$ cat config.mk
export PLATFORM = sky130hd
export DESIGN_NAME = ita_disp_arbiter
export DESIGN_NICKNAME = d
export VERILOG_FILES = /design/src/rtl/ita_disp_arbiter.sv
export SDC_FILE = /design/constraint.sdc
export NUM_CORES = 1
export LEC_CHECK = 0
export CAP_MARGIN = 20
export CORE_MARGIN = 2
export CORE_UTILIZATION = 40
export CTS_CLUSTER_DIAMETER = 40
export DETAILED_ROUTE_END_ITERATION = 8
export PLACE_DENSITY_LB_ADDON = 0.12
export SYNTH_ARGS = -nofsm -noshare
export SYNTH_HDL_FRONTEND = slang
export SYNTH_SLANG_ARGS = --single-unit
$ cat constraint.sdc
create_clock -name clk -period 8.5 [get_ports clk]
set_input_delay 2.55 -clock clk [delete_from_list [all_inputs] [get_ports clk]]
set_output_delay 2.55 -clock clk [all_outputs]
set_load 0.01 [all_outputs]
$ cat src/rtl/ita_disp_arbiter.sv
// Round-robin shared owner of a 12-digit, 14-segment frame buffer with a free-running digit scanner.
// Optional DISP_TIMEOUT_EN: revoke ownership after MAX_HOLD cycles and mask the revoked requester.
`timescale 1ns/1ps
module ita_disp_arbiter #(
    parameter int NREQ     = 4,
    parameter int DIGITS   = 12,
    parameter int SCAN_DIV = 1,
    parameter int MAX_HOLD = 4096
) (
    input  logic              clk,
    input  logic              rst,
    input  logic [NREQ-1:0]   req,
    output logic [NREQ-1:0]   gnt,
    input  logic              wr_en,
    input  logic [3:0]        wr_addr,
    input  logic [13:0]       wr_data,
    output logic              busy,
    output logic              tmo,
    output logic [DIGITS-1:0] sel,
    output logic [13:0]       segm
);
    localparam int PW = $clog2(NREQ);
    localparam int SW = (SCAN_DIV > 1) ? $clog2(SCAN_DIV) : 1;
    localparam logic [SW-1:0] PS_LAST  = SW'(SCAN_DIV - 1);
    localparam logic [3:0]    IDX_LAST = 4'(DIGITS - 1);
    localparam logic [3:0]    DIG_N    = 4'(DIGITS);
    localparam logic [PW-1:0] REQ_LAST = PW'(NREQ - 1);

    typedef enum logic {IDLE, OWN} state_t;

    state_t          state, state_nxt;
    logic [NREQ-1:0] gnt_nxt, elig;
    logic [PW-1:0]   owner, owner_nxt, rr_ptr, rr_nxt, pick;
    logic            found;

    logic [13:0]     fbuf [DIGITS];
    logic [SW-1:0]   ps;
    logic [3:0]      idx;

`ifdef DISP_TIMEOUT_EN
    localparam int HW = (MAX_HOLD > 1) ? $clog2(MAX_HOLD) : 1;
    localparam logic [HW-1:0] HOLD_LAST = HW'(MAX_HOLD - 1);
    logic [HW-1:0]   hold, hold_nxt;
    logic [NREQ-1:0] mask, mask_nxt;
    logic            tmo_nxt;

    assign elig = req & ~mask;
`else
    assign elig = req;
    assign tmo  = 1'b0;
`endif

    assign busy = |gnt;

    // First eligible requester at or after rr_ptr, wrapping.
    always_comb begin
        logic [PW-1:0] k;
        found = 1'b0;
        pick  = '0;
        k     = '0;
        for (int unsigned i = 0; i < NREQ; i++) begin
            k = PW'((32'(rr_ptr) + i) % 32'(NREQ));
            if (!found && elig[k]) begin
                found = 1'b1;
                pick  = k;
            end
        end
    end

    always_comb begin
        state_nxt = state;
        gnt_nxt   = gnt;
        owner_nxt = owner;
        rr_nxt    = rr_ptr;
`ifdef DISP_TIMEOUT_EN
        hold_nxt  = hold;
        mask_nxt  = mask & req;
        tmo_nxt   = 1'b0;
`endif
        case (state)
            IDLE: begin
                if (found) begin
                    state_nxt = OWN;
                    gnt_nxt   = NREQ'(1) << pick;
                    owner_nxt = pick;
`ifdef DISP_TIMEOUT_EN
                    hold_nxt  = '0;
`endif
                end
            end
            OWN: begin
                if (!req[owner]) begin
                    state_nxt = IDLE;
                    gnt_nxt   = '0;
                    rr_nxt    = (owner == REQ_LAST) ? '0 : owner + 1'b1;
                end
`ifdef DISP_TIMEOUT_EN
                else if (hold == HOLD_LAST) begin
                    state_nxt       = IDLE;
                    gnt_nxt         = '0;
                    rr_nxt          = (owner == REQ_LAST) ? '0 : owner + 1'b1;
                    tmo_nxt         = 1'b1;
                    mask_nxt[owner] = 1'b1;
                end else begin
                    hold_nxt = hold + 1'b1;
                end
`endif
            end
            default: state_nxt = IDLE;
        endcase
    end

    always_ff @(posedge clk or posedge rst) begin
        if (rst) state <= IDLE;
        else     state <= state_nxt;
    end

    always_ff @(posedge clk or posedge rst) begin
        if (rst) begin
            gnt    <= '0;
            owner  <= '0;
            rr_ptr <= '0;
`ifdef DISP_TIMEOUT_EN
            hold   <= '0;
            mask   <= '0;
            tmo    <= 1'b0;
`endif
        end else begin
            gnt    <= gnt_nxt;
            owner  <= owner_nxt;
            rr_ptr <= rr_nxt;
`ifdef DISP_TIMEOUT_EN
            hold   <= hold_nxt;
            mask   <= mask_nxt;
            tmo    <= tmo_nxt;
`endif
        end
    end

    // Writes qualify on the registered grant, so a write in the release cycle still lands.
    always_ff @(posedge clk or posedge rst) begin
        if (rst)
            fbuf <= '{default: '0};
        else if (wr_en && (|gnt) && (wr_addr < DIG_N))
            fbuf[wr_addr] <= wr_data;
    end

    always_ff @(posedge clk or posedge rst) begin
        if (rst) begin
            ps   <= '0;
            idx  <= '0;
            sel  <= '0;
            segm <= '0;
        end else begin
            sel  <= DIGITS'(1) << idx;
            segm <= fbuf[idx];
            if (ps == PS_LAST) begin
                ps  <= '0;
                idx <= (idx == IDX_LAST) ? '0 : idx + 4'd1;
            end else begin
                ps <= ps + 1'b1;
            end
        end
    end
endmodule

# Yosys cells after proc, flatten, opt, wreduce, memory -nomap -nowiden
# Index checks and enable logic that the tools add are counted.
# word_totals
reg_bits	208
output_inout_bits	32
latchBits	0
romBits	0
input_bits	25
ramBits	0
wordCells	91
memories	0
# classes
n_mux	33
n_bitwise	4
add_sub_neg	6
n_eq_ne	4
n_div	0
order_cmp	9
multipliers	0
n_reduce_logical	13
n_shift	2
# op_table
operator	n
$bwmux 168	1
$bmux 14 s4	1
$demux 14 s4	1
$mux 14	3
$lt 2x3->1 const B	5
$mux 1	12
$mux 4	3
$shl 1x4->12 const A	1
$bmux 1 s2	5
$ge 5x5->1 const B	2
$mux 2	5
$not 4->5	2
$pmux 4 s2	1
$logic_and 1x1->1	6
$reduce_and 2->1	3
$lt 5x1->1 const B	1
$add 2x1->2 const B	2
$add 2x2->2 const B	2
$add 4x1->4 const B	1
$eq 4x4->1 const B	1
$lt 4x4->1 const B	1
$ne 2x2->1 const B	2
$reduce_or 4->1	1
$shl 1x2->4 const A	1
other kinds (5)	8

# Longest topological paths before layout
# Gate-level depths: netlist of the first run.
# depth
ltp_word	15
mapped_depth	6
ltp_nobuf	4

# Worst setup path before layout of the first run
# No wires, ideal clock.
# synth_path
kind	input to register
startpoint	input req[3]
endpoint	register rr_ptr[1]
setup_ps	128
t_arrival_ps	3604
t_required_ps	8372
path_slack_ps	4769
path_stages	4
cell_sequence	mux4_2 -> nand2b_1 -> clkbuf_1 -> mux2_1
# synth_via
elab_chain_len	4
# synth_rtl
item	line	source
from (decl)	12	input logic [NREQ-1:0] req,
$bmux 1 s2	92	if (!req[owner]) begin
$mux 1 (not written as such)	92	
$not 1->1 (no line)	n/a	
$reduce_and 2->1 (no line)	n/a	
to (signal assigned)	131	rr_ptr <= rr_nxt;
to (decl)	33	logic [PW-1:0] owner, owner_nxt, rr_ptr, rr_nxt, pick;
# Every way passes these cells. The select of a mux whose other input is x is not followed.
# A chain may end at the register's enable or synchronous reset.

# Worst setup path in the final report of the first run
# layout_path
startpoint	register gnt[1]
endpoint	output busy
# layout_via
elab_chain_len	1
# layout_rtl
item	line	source
from (decl)	13	output logic [NREQ-1:0] gnt,
from (signal assigned)	129	gnt <= gnt_nxt;
$reduce_or 4->1	53	assign busy = |gnt;
to (decl)	17	output logic busy,
# Every way passes these cells.

==> results of run 1 <==
[metal layers]
metal  share of wire  GRT usage  vias up
met3           0.036    0.03046       35
met4           0.020    0.04849        0
li1                -          -     2262
met2            0.49     0.2926      104
met5               0          0        -
met1            0.45     0.2359     2706
[logic make-up after synthesis]
group	count (synthesis)	share of synthesized area
other	1	0.0004015
buffers and inverters	51	0.03242
muxes	213	0.3206
AOI/OAI and AO/OA	31	0.02304
and+or+nand+nor	81	0.05855
adders and majority gates	7	0.009378
xor gates and xnor gates	1	0.0009380
DFF	207	0.5547
[final cells by class]
type | instances | area share
Tap cell | 313 | 0.03474
Multi-Input combinational cell | 334 | 0.3421
Timing Repair Buffer | 64 | 0.05839
Sequential cell | 207 | 0.4598
Clock inverter | 24 | 0.03130
Clock buffer | 34 | 0.07071
Inverter | 7 | 0.002997
[worst max-delay path, delay by kind of cell, from the launching register on]
family / cells / cell delay (ns)
AND/OR/NAND/NOR: 1 / 0.63
buffers and inverters: 1 / 0.52
flip-flops: 1 / 0.40
[synthesized netlist by cell type (2+ instances only)]
cell,number
mux4_2,43
nor3_4,3
a22oi_1,14
and2_1,10
inv_1,7
nand3_1,4
nand2b_1,3
mux2_1,7
o31ai_1,5
nor2_1,6
mux2_2,132
buf_2,5
mux2_4,30
buf_6,12
nand4b_4,2
nor2b_1,3
o22ai_1,2
ha_1,7
clkbuf_1,25
o21ai_0,2
a21oi_1,5
nand2_1,35
nor2_4,6
dfrtp_1,207
[state kept, by name, indices dropped and copies added (netlist names)]
| signal | count |
|---|---|
| state | 1 |
| idx | 4 |
| owner | 2 |
| gnt | 4 |
| sel | 12 |
| fbuf | 168 |
| segm | 14 |
| rr_ptr | 2 |
[worst min path at each step]
| stage | from | cells after the start | endpoint |
|---|---|---|---|
| floorplan | fbuf[28] | 1 | fbuf[28] |
| global placement | fbuf[49] | 1 | fbuf[49] |
| detailed placement | fbuf[28] | 1 | fbuf[28] |
| CTS | fbuf[99] | 1 | fbuf[99] |
| global route | fbuf[51] | 1 | fbuf[51] |
| finish | fbuf[99] | 1 | fbuf[99] |
[where the power goes]
part | internal, mW | switching [mW] | leakage (nW)
Clock | 0.902 | 0.486 | 0.549
Combinational | 0.608 | 0.305 | 1.83
Sequential | 1.42 | 0.217 | 2.66
[metrics by stage]
stage / utilization / instance area [sq um] / setup WS, ns
after detailed placement: 0.4420 / 10070 / 3.627
after global routing: 0.4949 / 11270 / 3.812
after CTS: 0.4924 / 11220 / 3.839
final: 0.4949 / 11270 / 3.863
after global placement: 0.4420 / 10070 / 3.614
after floorplan: - / 9339 / 0.2975
==> out/results.ini, run 1 <==
[timing]
whs_ns = 0.4995
relSlewSlack = 0.2706
max_freq_mhz = 215.7
worstMarginPinSlew_ns = 1.091
setup_viol = 0
hold_violations = 0
slew_viol_final = 0
setup_tns_ns = 0
fin_skew_ns = 0.01324
period_needed_ns = 4.637
rsz0062_at_grt = false
fin_crit_sh = 0.5455

[die]
initial_core_util = 0.4100
fp-row-count = 55
die_area_sq_um = 24590
core_sq_um = 22780
die_h_um = 156.8
die_w_um = 156.8
boundaryPins = 57

[routing]
via_per_inst = 5.195
finalWirelength_mm = 20.41
drt_pre_antenna_iters = 4
vias = 5107
routedWlPerCell_um = 20.76
drtIter0Drc = 274
drc = 0
ant_nets = 0

[clock_tree]
htreeDepth = 1
cts.repair.resized = 0
clock_latency_ns = 0.55
cts.sinks = 207
cts_hold_buf = 0
cts-root-buf = clkbuf_16
post_cts_buffers = 0
numCtsBuffers = 31
cts_tree = built
clk_pin_slew_ns = 0.06
cts_buffer_depth = 3

[global_routing]
grt_pass1_vias = 5635
grt_pass1_wl_mm = 32.82
grt-ovfl-total = 0
grt_max_degree = 147
grt_usage = 0.1751
antenna_found_initial = 0

[placed_design]
dpl.hpwl_mm = 12.08
io_buffer_count = 55
placedCellCount = 923
place_congestion = 0.7202

[finish]
instances_no_fill = 983
fillers = 1933
antenna_cells = 0
mostFrequentLayoutCell = dfrtp_1
multi_input_area_sq_um = 3856
fin_nets = 677
final_cell_mix = dfrtp_1, mux2_2, clkdlybuf4s50_1
drive_above_1_share = 0.4343
area_growth_pct = 20.70
area.sequential_sq_um = 5182

[synth]
avgSynthCellArea_sq_um = 15.78
synthesis.nets = 624
yosys_warnings = 0
synth_area_sq_um = 9339
synth_edf_count = 0
synth_top_cell_area_share = 0.5547
ys.flop_type = dfrtp_1
synth_cell_type_count = 41
async_flop_share = 1.000
yosys.area.top_type = dfrtp_1
netlist_instances = 592
synth_area_leaders = dfrtp_1, mux2_2, mux4_2
yosysSeqAreaShare = 0.5547
yosys_register_bits = 207

[setup_path]
slowest_delay_ns = 0.63
timing.rr.end = segm[11]
cp_cell_sequence = or4_4, clkdlybuf4s50_1
worstSetupEndpoint = busy
path_class = reg2out
crit_path_start = gnt[1]
worstPathRequired_ns = 5.95
worstPathArrival_ns = 2.09
worst-r2r-cell-count = 4
cp_max_fo = 5
rrSetupSlack_ns = 5.96
crit_path_top_delay_cell = or4_4
start_kind = register
r2r-start = idx[0]
end_kind = primary output

[hold_path]
holdCritPathClass = reg2reg

[power]
power.total_mw = 3.942
cellLeakagePower_nw = 5.033
vdd_drop_max_mv = 0.1451
p_per_area_nw_per_um2 = 349.7

[job]
drv_cap = 0

[run_status]
status = complete, no violations

No activity file was read; power rests on OpenSTA's default activity.
==> run 2, diff against run 1 <==
- clock period: 8.5 -> 4.2 ns (I/O delays scaled with it)
==> run 2 against run 1 <==
Sequential share of layout area decreased by 0.33 points. Clock-buffer cell count unchanged. Via count increased by 1.5%. Critical path depth unchanged. Sequential power increased by 100%. Setup slack got worse by 3.0 ns. Clock power increased by 100%. Hold slack got worse by 0.017 ns. Wire length increased by 1.5%. Cell count increased by 0.61%. Total power increased by 100%. Flip-flop and latch count unchanged. Critical path type unchanged. Largest power group unchanged. Highest routed layer unchanged.
==> out/results.ini, run 2 (synthesis results as in run 1) <==
[power]
p_per_area_nw_per_um2 = 701.5
vdd_drop_max_mv = 0.3248
cellLeakagePower_nw = 5.073
power.total_mw = 7.965

[timing]
rsz0062_at_grt = false
whs_ns = 0.4828
setup_viol = 0
period_needed_ns = 3.350
slew_viol_final = 0
setup_tns_ns = 0
fin_skew_ns = 0.007909
relSlewSlack = 0.3223
hold_violations = 0
max_freq_mhz = 298.5
fin_crit_sh = 0.7975
worstMarginPinSlew_ns = 1.017

[die]
die_h_um = 156.8
initial_core_util = 0.4100
die_w_um = 156.8
fp-row-count = 55
boundaryPins = 57
core_sq_um = 22780
die_area_sq_um = 24590

[finish]
largest-register = fbuf
top_regs = fbuf x168, segm x14, sel x12
mostFrequentLayoutCell = dfrtp_1
instances_no_fill = 989
largest_reg_flops = 168
final_cell_mix = dfrtp_1, mux2_2, clkdlybuf4s50_1
finalInstanceArea_sq_um = 11350
fin_nets = 683
drive_above_1_share = 0.4415
area_growth_pct = 21.58

[placed_design]
dpl.hpwl_mm = 12.94
place_congestion = 0.7165
placedCellCount = 931
io_buffer_count = 55
place_area_sq_um = 10200

[clock_tree]
clk_pin_slew_ns = 0.06
cts-root-buf = clkbuf_16
htreeDepth = 1
cts_buffer_depth = 3
cts.repair.resized = 0
numCtsBuffers = 31
cts_tree = built
clock_latency_ns = 0.55
cts_hold_buf = 0
cts.sinks = 207
post_cts_buffers = 0

[setup_path]
worstPathRequired_ns = 2.94
start_kind = register
path_class = reg2out
end_kind = primary output
worst-r2r-cell-count = 4
rrSetupSlack_ns = 2.09
timing.rr.end = segm[8]
cp_max_fo = 5
r2r-start = idx[1]
worstPathArrival_ns = 2.09

[hold_path]
min_path_cells = 1
hold_start = fbuf[28]
min_to = fbuf[28]
holdCritPathClass = reg2reg

[global_routing]
grt_usage = 0.1782
met3_usage = 0.02742
grt_max_degree = 98
busiest_layer = met2
grt.met2_usage = 0.2926
grt_pass1_wl_mm = 33.16
grt-ovfl-total = 0
antenna_found_initial = 0
use_met1 = 0.2492
grt_pass1_vias = 5613

[routing]
drc = 0
via_per_inst = 5.240
finalWirelength_mm = 20.71
drtIter0Drc = 229
drt_pre_antenna_iters = 4
ant_nets = 0
vias = 5182
routedWlPerCell_um = 20.94

[job]
drv_cap = 0

[run_status]
status = complete, no violations

## run 2: cell count changes in the layout (fill, tap and decap cells not counted), moves of 2 or more
cell	change
buf_16	-2
inv_8	-2
clkbuf_1	-2
clkinvlp_4	+2
buf_12	+6
clkinv_2	+2
inv_6	-2
clkbuf_8	+2
## run 2: layout make-up
| type | instances | area (sq um) |
|---|---|---|
| clock buffers | 34 | 817.0 |
| inverters | 7 | 30.03 |
| fillers | 1936 | 11420 |
| multi-input cells | 334 | 3856 |
| well taps | 313 | 391.6 |
| diodes | 1 | 2.502 |
| clock inverters | 23 | 332.8 |
| repair buffers | 70 | 742.0 |
| flip-flops and latches | 207 | 5182 |
## run 2: routing by layer
layer,up-vias,part of all wire
li1,2290,-
met1,2778,0.46
met2,86,0.49
met3,28,0.035
met4,0,0.016
met5,-,0
## run 2: worst max path at each step
| stage | from | to | slack (ns) | cells past startpoint |
|---|---|---|---|---|
| global placement | wr_addr[2] | fbuf[33] | 0.79 | 4 |
| detailed placement | wr_addr[2] | fbuf[38] | 0.76 | 4 |
| CTS | gnt[1] | busy | 0.82 | 2 |
| floorplan | rst | fbuf[0] | 0.25 | 1 |
| finish | gnt[1] | busy | 0.85 | 2 |
| global route | gnt[1] | busy | 0.80 | 2 |
## run 2: power by group
| part | leakage [nW] | total [mW] | internal, mW | switching [mW] |
|---|---|---|---|---|
| sequential | 2.66 | 3.33 | 2.88 | 0.448 |
| combinational | 1.87 | 1.83 | 1.23 | 0.598 |
| clock | 0.550 | 2.80 | 1.84 | 0.964 |
## run 2: worst max-delay path, stage by stage (launching register included)
cell,delay [ns]
dfrtp_1,0.39
or4_4,0.63
clkdlybuf4s50_1,0.52
## run 2: per-stage QoR
step           worst slack, ns    util
2_1_floorplan           0.2538       -
3_3_place_gp            0.7851  0.4474
3_5_place_dp            0.7620  0.4479
4_1_cts                 0.8164  0.4984
5_1_grt                 0.7994  0.4984
6_report                0.8503  0.4985
==> run 3, diff against run 2 <==
- clock period: 4.2 -> 3.3 ns (I/O delays scaled with it)
==> run 3 against run 2 <==
Wire length grew 5.7%. Clock skew grew 0.0048 ns. Cell count grew 1.2%. Total power grew 28%. Sequential power grew 29%. Critical path depth is the same. Utilization grew 0.42 points. Combinational power grew 30%. Setup slack lost 0.58 ns. Register-to-register slack lost 0.89 ns. Largest cell class unchanged.
==> out/results.ini, run 3 (synthesis results as in run 1) <==
[routing]
vias = 5236
routedWlPerCell_um = 21.87
drt_pre_antenna_iters = 4
drtIter0Drc = 230
ant_nets = 0
finalWirelength_mm = 21.89
drc = 0
via_per_inst = 5.231

[timing]
setup_slack_ns = 0.2655
hold_violations = 0
period_needed_ns = 3.034
setup_viol = 0
rsz0062_at_grt = false
fin_skew_ns = 0.01268
setup_tns_ns = 0
relSlewSlack = 0.3863
max_freq_mhz = 329.5
worstMarginPinSlew_ns = 0.9187
slew_viol_final = 0
fin_crit_sh = 0.9195

[placed_design]
place_congestion = 0.7258
io_buffer_count = 55
pre_cts_ws_ns = 0.4229
dpl.hpwl_mm = 13.92

[power]
p_per_area_nw_per_um2 = 890.3
cellLeakagePower_nw = 5.140
vdd_drop_max_mv = 0.3328

[global_routing]
grt_pass1_wl_mm = 34.78
grt_max_degree = 61
grt_usage = 0.1887
antenna_found_initial = 0
grt_pass1_vias = 5867
grt-ovfl-total = 0

[clock_tree]
numCtsBuffers = 34
clock_latency_ns = 0.49
cts.repair.resized = 0
post_cts_buffers = 0
cts-root-buf = clkbuf_16
cts_tree = built
cts_hold_buf = 0
cts.sinks = 207
cts_buffer_depth = 3
clk_pin_slew_ns = 0.05
htreeDepth = 2

[finish]
drive_above_1_share = 0.4448
largest_reg_flops = 168
final_cell_mix = dfrtp_1, mux2_2, clkdlybuf4s50_1
largest-register = fbuf
multi_input_area_sq_um = 3856
fin_nets = 695
area.sequential_sq_um = 5182
area_growth_pct = 22.60
fillers = 1910
antenna_cells = 0
top_regs = fbuf x168, segm x14, sel x12
mostFrequentLayoutCell = dfrtp_1

[job]
drv_cap = 0

[setup_path]
end_kind = primary output
path_class = reg2out
worstPathArrival_ns = 2.04
start_kind = register
cp_max_fo = 5
worstPathRequired_ns = 2.31

[die]
die_area_sq_um = 24590
core_sq_um = 22780
die_w_um = 156.8
boundaryPins = 57
initial_core_util = 0.4100
fp-row-count = 55
die_h_um = 156.8

[hold_path]
holdCritPathClass = reg2reg

[run_status]
status = complete, no violations

==> run 3: changes by cell type in the layout (fill, tap and decap cells not counted), sizes merged, moves of 2 or more <==
cell,delta
buf,+9
clkbuf,+9
bufinv,-3
clkinv,+3
clkinvlp,-3
inv,-2
==> run 3: metal layers <==
layer / global-route usage / vias to the layer above / part of all wire
met5: 0 / - / 0
met2: 0.3102 / 94 / 0.48
li1: - / 2298 / -
met3: 0.03655 / 29 / 0.034
met1: 0.2539 / 2815 / 0.46
met4: 0.05767 / 0 / 0.022
==> run 3: layout make-up <==
class / count / share of cell area
inverters: 7 / 0.002623
flip-flops and latches: 207 / 0.4526
clock buffers: 43 / 0.08174
multi-input cells: 334 / 0.3368
clock inverters: 18 / 0.01836
well taps: 313 / 0.03420
repair buffers: 79 / 0.07365
==> run 3: path summary, 6_finish.rpt <==
| kind | startpoint | slack, ns | endpoint | cells after the start |
|---|---|---|---|---|
| setup / recovery | gnt[1] | 0.27 | busy | 2 |
| hold / removal | fbuf[99] | 0.49 | fbuf[99] | 1 |
| setup reg to reg | gnt[1] | 1.20 | fbuf[107] | 4 |
| hold reg to reg | fbuf[99] | 0.49 | fbuf[99] | 1 |
| max in group asynchronous | rst | 1.62 | fbuf[154] | 3 |
| min in group asynchronous | rst | 0.93 | fbuf[46] | 2 |
==> run 3: where the power goes <==
part / internal (mW) / switching (mW) / leakage (nW)
clock: 2.32 / 1.21 / 0.564
combinational: 1.58 / 0.796 / 1.92
sequential: 3.67 / 0.614 / 2.66
==> run 3: worst max-delay path, cell delays in order (launching register included) <==
cell and delay, ns:
dfrtp_1 0.39, or4_4 0.64, clkdlybuf4s50_1 0.52
==> run 3: through the flow <==
step | hold slack, ns | total power, mW | cell area (sq um) | utilization | instances
final | 0.4910 | 10.19 | 11450 | 0.5027 | 1001
after global placement | 0.4693 | 6.587 | 10300 | 0.4523 | 940
after CTS | 0.4868 | 10.32 | 11450 | 0.5027 | 1001
after floorplan | 0.4532 | 5.934 | 9343 | - | 592
after detailed placement | 0.4745 | 6.710 | 10300 | 0.4523 | 940
after global routing | 0.4968 | 10.74 | 11450 | 0.5027 | 1001
